==> src/rtl/mem_arbiter_pkg.sv <==
// rtl/mem_arbiter_pkg.sv - shared widths, latency default, FSM and requester encodings
package mem_arbiter_pkg;

    // Same line width and depth that main_memory is built with.
    localparam int MEM_DATA_WIDTH      = 128;
    localparam int MEM_DATA_SIZE       = 16;

    // Off-chip access time in cycles; any value >= 1 is legal.
    localparam int MEM_LATENCY_DEFAULT = 5;

    typedef enum logic [1:0] {
        ST_IDLE = 2'd0,
        ST_BUSY = 2'd1,
        ST_RESP = 2'd2
    } state_e;

    typedef enum logic {
        REQ_IC = 1'b0,
        REQ_DC = 1'b1
    } req_id_e;

    // Counter width able to hold latency-1; never narrower than one bit.
    function automatic int cnt_width(input int latency);
        return (latency > 1) ? $clog2(latency) : 1;
    endfunction

endpackage

==> src/rtl/mem_latency_counter.sv <==
// rtl/mem_latency_counter.sv - loadable down-counter timing one memory access
module mem_latency_counter #(
    parameter int WIDTH = 3
) (
    input  logic             clk,
    input  logic             reset,
    input  logic             load,
    input  logic [WIDTH-1:0] load_val,
    input  logic             en,
    output logic             zero
);

    logic [WIDTH-1:0] cnt_q;
    logic [WIDTH-1:0] cnt_d;

    // Load wins over counting; the count parks at zero rather than wrapping.
    always_comb begin
        cnt_d = cnt_q;
        if (load) begin
            cnt_d = load_val;
        end else if (en && (cnt_q != '0)) begin
            cnt_d = cnt_q - 1'b1;
        end
    end

    // Count register.
    always_ff @(posedge clk) begin
        if (reset) begin
            cnt_q <= '0;
        end else begin
            cnt_q <= cnt_d;
        end
    end

    assign zero = (cnt_q == '0);

endmodule

==> src/rtl/mem_arbiter.sv <==
// rtl/mem_arbiter.sv - round-robin fixed-latency arbiter between icache and dcache for main_memory
module mem_arbiter
    import mem_arbiter_pkg::*;
#(
    parameter int ADDR_WIDTH  = 32,
    parameter int LINE_WIDTH  = MEM_DATA_WIDTH,
    parameter int MEM_LATENCY = MEM_LATENCY_DEFAULT
) (
    input  logic                  clk,
    input  logic                  reset,
    input  logic                  ic_req,
    input  logic [ADDR_WIDTH-1:0] ic_addr,
    output logic                  ic_ready,
    output logic [LINE_WIDTH-1:0] ic_rdata,
    input  logic                  dc_req,
    input  logic                  dc_we,
    input  logic [ADDR_WIDTH-1:0] dc_addr,
    input  logic [LINE_WIDTH-1:0] dc_wdata,
    output logic                  dc_ready,
    output logic [LINE_WIDTH-1:0] dc_rdata,
    output logic [ADDR_WIDTH-1:0] mem_addr,
    output logic [LINE_WIDTH-1:0] mem_wdata,
    output logic                  mem_wrt_en,
    input  logic [LINE_WIDTH-1:0] mem_rdata
);

    localparam int             CNT_W    = cnt_width(MEM_LATENCY);
    localparam logic [CNT_W-1:0] CNT_LOAD = CNT_W'(MEM_LATENCY - 1);

    state_e                state_q,    state_d;
    // Last granted requester; while an access is in flight it is also its owner.
    req_id_e               grant_q,    grant_d;
    logic                  we_q,       we_d;
    logic [ADDR_WIDTH-1:0] addr_q,     addr_d;
    logic [LINE_WIDTH-1:0] wdata_q,    wdata_d;
    logic [LINE_WIDTH-1:0] ic_rdata_q, ic_rdata_d;
    logic [LINE_WIDTH-1:0] dc_rdata_q, dc_rdata_d;

    logic cnt_load;
    logic cnt_en;
    logic cnt_zero;

    mem_latency_counter #(
        .WIDTH(CNT_W)
    ) u_latency_counter (
        .clk     (clk),
        .reset   (reset),
        .load    (cnt_load),
        .load_val(CNT_LOAD),
        .en      (cnt_en),
        .zero    (cnt_zero)
    );

    assign cnt_en = (state_q == ST_BUSY);

    // Next-state, grant selection, request latching and the strobe/ready outputs.
    always_comb begin
        state_d    = state_q;
        grant_d    = grant_q;
        we_d       = we_q;
        addr_d     = addr_q;
        wdata_d    = wdata_q;
        ic_rdata_d = ic_rdata_q;
        dc_rdata_d = dc_rdata_q;
        cnt_load   = 1'b0;
        mem_wrt_en = 1'b0;
        ic_ready   = 1'b0;
        dc_ready   = 1'b0;

        case (state_q)
            ST_IDLE: begin
                if (ic_req || dc_req) begin
                    if (ic_req && dc_req) begin
                        grant_d = (grant_q == REQ_IC) ? REQ_DC : REQ_IC;
                    end else if (dc_req) begin
                        grant_d = REQ_DC;
                    end else begin
                        grant_d = REQ_IC;
                    end

                    // An icache fill has no write data, so mem_wdata keeps its old value.
                    if (grant_d == REQ_DC) begin
                        we_d    = dc_we;
                        addr_d  = dc_addr;
                        wdata_d = dc_wdata;
                    end else begin
                        we_d    = 1'b0;
                        addr_d  = ic_addr;
                    end

                    cnt_load = 1'b1;
                    state_d  = ST_BUSY;
                end
            end

            ST_BUSY: begin
                if (cnt_zero) begin
                    if (we_q) begin
                        mem_wrt_en = 1'b1;
                    end else if (grant_q == REQ_IC) begin
                        ic_rdata_d = mem_rdata;
                    end else begin
                        dc_rdata_d = mem_rdata;
                    end
                    state_d = ST_RESP;
                end
            end

            ST_RESP: begin
                ic_ready = (grant_q == REQ_IC);
                dc_ready = (grant_q == REQ_DC);
                state_d  = ST_IDLE;
            end

            default: begin
                state_d = ST_IDLE;
            end
        endcase
    end

    // State and output registers; reset abandons any access in flight.
    always_ff @(posedge clk) begin
        if (reset) begin
            state_q    <= ST_IDLE;
            grant_q    <= REQ_IC;
            we_q       <= 1'b0;
            addr_q     <= '0;
            wdata_q    <= '0;
            ic_rdata_q <= '0;
            dc_rdata_q <= '0;
        end else begin
            state_q    <= state_d;
            grant_q    <= grant_d;
            we_q       <= we_d;
            addr_q     <= addr_d;
            wdata_q    <= wdata_d;
            ic_rdata_q <= ic_rdata_d;
            dc_rdata_q <= dc_rdata_d;
        end
    end

    assign mem_addr  = addr_q;
    assign mem_wdata = wdata_q;
    assign ic_rdata  = ic_rdata_q;
    assign dc_rdata  = dc_rdata_q;

endmodule
==> config.mk <==
export PLATFORM = sky130hd
export DESIGN_NAME = mem_arbiter
export DESIGN_NICKNAME = d
export VERILOG_FILES = /design/src/rtl/mem_arbiter_pkg.sv /design/src/rtl/mem_latency_counter.sv /design/src/rtl/mem_arbiter.sv
export SDC_FILE = /design/constraint.sdc
export NUM_CORES = 1
export LEC_CHECK = 0
export CORE_AREA = 2 2 290 292
export DETAILED_ROUTE_END_ITERATION = 10
export DIE_AREA = 0 0 292 294
export PLACE_DENSITY = 0.46
export SYNTH_ARGS = -nofsm -noshare
export SYNTH_HDL_FRONTEND = slang
export SYNTH_SLANG_ARGS = --single-unit
==> constraint.sdc <==
create_clock -name clk -period 2.4 [get_ports clk]
set_clock_uncertainty 0.1 [all_clocks]
set_input_delay 0.36 -clock clk [delete_from_list [all_inputs] [get_ports clk]]
set_output_delay 0.36 -clock clk [all_outputs]
set_load 0.01 [all_outputs]
==> impl_table.tex <==
\begin{tabular}{lr}
\hline
Metric & Value \\
\hline
\multicolumn{2}{l}{\textbf{Logic synthesis}} \\
\quad Number of instances in the synthesized netlist & 1772 \\
\quad Part of the Yosys area used for sequential elements & 48.6\% \\
\quad Number of nets produced by synthesis & 2099 \\
\quad Yosys cell types & 35 \\
\quad Yosys synthesis warning count & 0 \\
\quad Synth Cell Area & 17400 sq um \\
\quad Flip-flop and latch count after synthesis & 423 \\
\quad Average size of a mapped cell & 9.83 sq um \\
\multicolumn{2}{l}{\textbf{Floorplan}} \\
\quad Total Die Area & 85800 sq um \\
\quad Core area & 82900 sq um \\
\quad Top Ports & 744 \\
\quad Starting density of the core & 21.0\% \\
\quad Chip width & 292 um \\
\quad Placement row count & 106 \\
\quad Y dimension of the die & 294 um \\
\multicolumn{2}{l}{\textbf{Pwr}} \\
\quad Part of the power in the clock network & 40.6\% \\
\quad Switching Fraction & 27.0\% \\
\quad Leakage power & 10.4 nW \\
\quad Post-layout power & 19.5 mW \\
\quad Peak ir drop on the vdd network & 0.490 mV \\
\quad Switching power & 5.27 mW \\
\quad P\_int & 14.2 mW \\
\quad Register share of total power & 39.8\% \\
\quad P per Cell Area & 702 nW/um\^{}2 \\
\quad Logic pwr share & 19.6\% \\
\multicolumn{2}{l}{\textbf{Outcome}} \\
\quad Result of the run & completed \\
\multicolumn{2}{l}{\textbf{Place}} \\
\quad Final Wtd Congestion & 0.785 \\
\quad Worst setup slack after placement & 111 ps \\
\quad PortBufs & 743 \\
\quad Detailed Place HPWL & 51.2 mm \\
\multicolumn{2}{l}{\textbf{Route}} \\
\quad Vias & 15400 \\
\quad Average detailed-routed wire length per instance & 19.3 um \\
\quad Starting DRC count in detailed routing & 525 \\
\quad Via-per-instance ratio & 4.31 \\
\quad Aggregate routed wire length & 69.3 mm \\
\quad DRC violation count after routing & 0 \\
\quad TritonRoute pass-1 iters & 5 \\
\quad Number of nets still failing antenna checks after routing & 0 \\
\multicolumn{2}{l}{\textbf{Worst setup path}} \\
\quad Required @ worst endpoint & 1940 ps \\
\quad Biggest cell delay along the critical path & 530 ps \\
\quad Sort of element at the start of the critical path & flip-flop \\
\quad Dominant delay contributor by cell family on the critical path & buffers and inverters \\
\quad Startpoint-to-endpoint class of the critical path & reg -> out \\
\quad Type of destination of the critical path & output port \\
\quad Largest driver fanout on the critical path & 6 \\
\quad Cell with the largest stage delay on the worst path & clkdlybuf4s50\_1 \\
\quad Number of logic stages on the critical path including buffering & 2 \\
\quad Crit Reg-Reg Startpoint & u\_latency\_counter.cnt\_q[0] \\
\quad Cells along the critical path & and3b\_1, clkdlybuf4s50\_1 \\
\quad Count of buffer and inverter cells on the critical path & 1 \\
\quad Worst setup path start & state\_q[0] \\
\quad Data arrival, critical path & 1830 ps \\
\quad R2r worst-path depth & 8 \\
\multicolumn{2}{l}{\textbf{Global route}} \\
\quad Number of global-route vias before repair & 16200 \\
\quad GRT Resource Usage Total & 15.4\% \\
\quad Maximum number of pins on one net before global-route repair & 108 \\
\quad Antenna violations before repair & 19 \\
\quad GRT Residual Overflow & 0 \\
\quad Global-route wire length before repair & 102 mm \\
\multicolumn{2}{l}{\textbf{Timing}} \\
\quad FMAX & 436 MHz \\
\quad Tightest slew margin relative to the limit & 45.8\% \\
\quad Least setup slack across all paths after layout & 107 ps \\
\quad Final worst path period share & 95.5\% \\
\quad Final-report setup violation count & 0 \\
\quad Unrepaired setup endpoints after global routing & false \\
\quad Final count of pins violating max slew & 0 \\
\quad Post-route minimum period & 2290 ps \\
\quad Number of hold-slack violations in the final timing report & 0 \\
\quad Slew at the pin closest to its max-slew limit & 814 ps \\
\quad Setup TNS & 0 ps \\
\multicolumn{2}{l}{\textbf{Run}} \\
\quad Reported max-cap violation count & 0 \\
\multicolumn{2}{l}{\textbf{Clocking}} \\
\quad Clock Sink Count & 423 \\
\quad \# hold bufs at CTS & 0 \\
\quad Clock buffers created by TritonCTS & 52 \\
\quad Clock-pin transition on the worst setup and hold timing paths & 60 ps \\
\quad H-tree levels & 2 \\
\quad Maximum clock path buffer count & 3 \\
\quad Clock latency at the later pin of the worst-skew pair & 580 ps \\
\quad TritonCTS clock tree & done \\
\quad CTS root buffer & clkbuf\_16 \\
\quad Number of buffers inserted by post-CTS setup repair & 0 \\
\multicolumn{2}{l}{\textbf{Finish}} \\
\quad Share of post-route cells with drive strength above 1 & 7.24\% \\
\quad Layout Nets & 2785 \\
\quad Area added between synthesis and finish & 59.6\% \\
\quad Filler cell count & 8449 \\
\multicolumn{2}{l}{\textbf{Worst hold path}} \\
\quad Startpoint of the lowest-slack hold path & reset \\
\quad Kind of path behind the tightest hold check & in -> reg \\
\quad Cell depth of the worst min-delay path & 2 \\
\hline
\end{tabular}
## sequential cells by signal (all words and copies together) (netlist names)
signal / count
mem_wdata: 128
we_q: 1
ic_rdata: 128
dc_rdata: 128
grant_q: 1
u_latency_counter.cnt_q: 3
mem_addr: 32
state_q: 2
## layout by cell type (no fill, tap or decap), drive strengths merged, types with 2 or more instances in the layout
cell type and count:
mux2i 256, clkdlybuf4s50 741, or2 2, nand2 65, nor3b 2, nand3 129
buf 53, clkinv 10, a311oi 32, dfxtp 423, bufinv 2, clkbuf 82
o21ai 130, inv 4, nor3 2, nor2 7, a21oi 163, nand3b 2
clkinvlp 2, diode 6, ha 2, nand2b 384
## routing by layer
metal	wire length [um]	up-vias	GRT usage, %
met2	32600	596	26.0
met4	2870	22	7.02
li1	-	7424	-
met3	7110	141	6.84
met5	144	-	0
met1	26600	7257	16.6
## synth_stat cells, drive strengths merged
library cell | count | area [sq um]
and3b | 1 | 8.76
nor2 | 7 | 50.1
clkbuf | 96 | 373
or2 | 2 | 12.5
nand3 | 129 | 646
ha | 2 | 25.0
a21boi | 1 | 7.51
a311oi | 32 | 474
nand2b | 384 | 2400
a21oi | 163 | 816
a21bo | 1 | 10.0
dfxtp | 423 | 8470
a2111oi | 1 | 15.0
nand3b | 2 | 31.3
nor3b | 2 | 20.0
xnor2 | 1 | 8.76
nor3 | 2 | 15.0
a221oi | 1 | 8.76
inv | 4 | 15.0
buf | 67 | 557
nand2 | 65 | 244
mux2i | 256 | 2560
o21ai | 130 | 651
## cell type report
class | count | area [sq um] | share of cell area (%)
antenna | 6 | 15.0 | 0.0540
clock buffer | 81 | 1590 | 5.73
clock inverter | 14 | 129 | 0.464
inverter | 4 | 15.0 | 0.0540
multi-input combinational | 1182 | 8040 | 28.9
sequential | 423 | 8470 | 30.5
tap | 1080 | 1350 | 4.86
timing repair buffer | 795 | 8180 | 29.4
## repair_timing
action,CTS,global route
endpoints found under the setup margin,3,2
gates cloned,0,0
resized for setup,5,2
## power groups by stage
| stage | Clock [mW] | Combinational (mW) | Sequential (mW) |
|---|---|---|---|
| finish | 7.92 | 3.83 | 7.77 |
| detailed placement | 0 | 3.88 | 7.92 |
| CTS | 8.23 | 3.90 | 7.77 |
| global route | 8.51 | 4.11 | 7.82 |
| floorplan | 0 | 1.59 | 8.09 |
| global placement | 0 | 3.85 | 7.90 |
## metrics by stage
step / hold slack (ps) / cell area, sq um / util [%] / instances
global placement: 358 / 26100 / 31.4 / 3484
CTS: 61.5 / 27800 / 33.5 / 3579
floorplan: 358 / 17400 / - / 1772
finish: 85.0 / 27800 / 33.5 / 3585
global route: 97.3 / 27800 / 33.5 / 3584
detailed placement: 363 / 26100 / 31.4 / 3484
## kinds of logic (layout without fill, tap and decap cells)
| family | after synthesis | in the layout | share of synthesized area (%) |
|---|---|---|---|
| adders and majority gates | 2 | 2 | 0.144 |
| and+or+nand+nor | 594 | 594 | 19.7 |
| xor gates and xnor gates | 1 | 1 | 0.0503 |
| AOI/OAI and AO/OA | 329 | 329 | 11.4 |
| other | 0 | 6 | 0 |
| muxes | 256 | 256 | 14.7 |
| buffers and inverters | 167 | 894 | 5.42 |
| DFF | 423 | 423 | 48.6 |
## final timing paths
kind                                      end  slack (ps)
worst max-delay path                 dc_ready         110
worst max register to register  ic_rdata[110]         360
worst min register to register   ic_rdata[35]         370
worst min-delay path            mem_wdata[89]          80
Note: power is estimated with default switching activity, not from simulation.
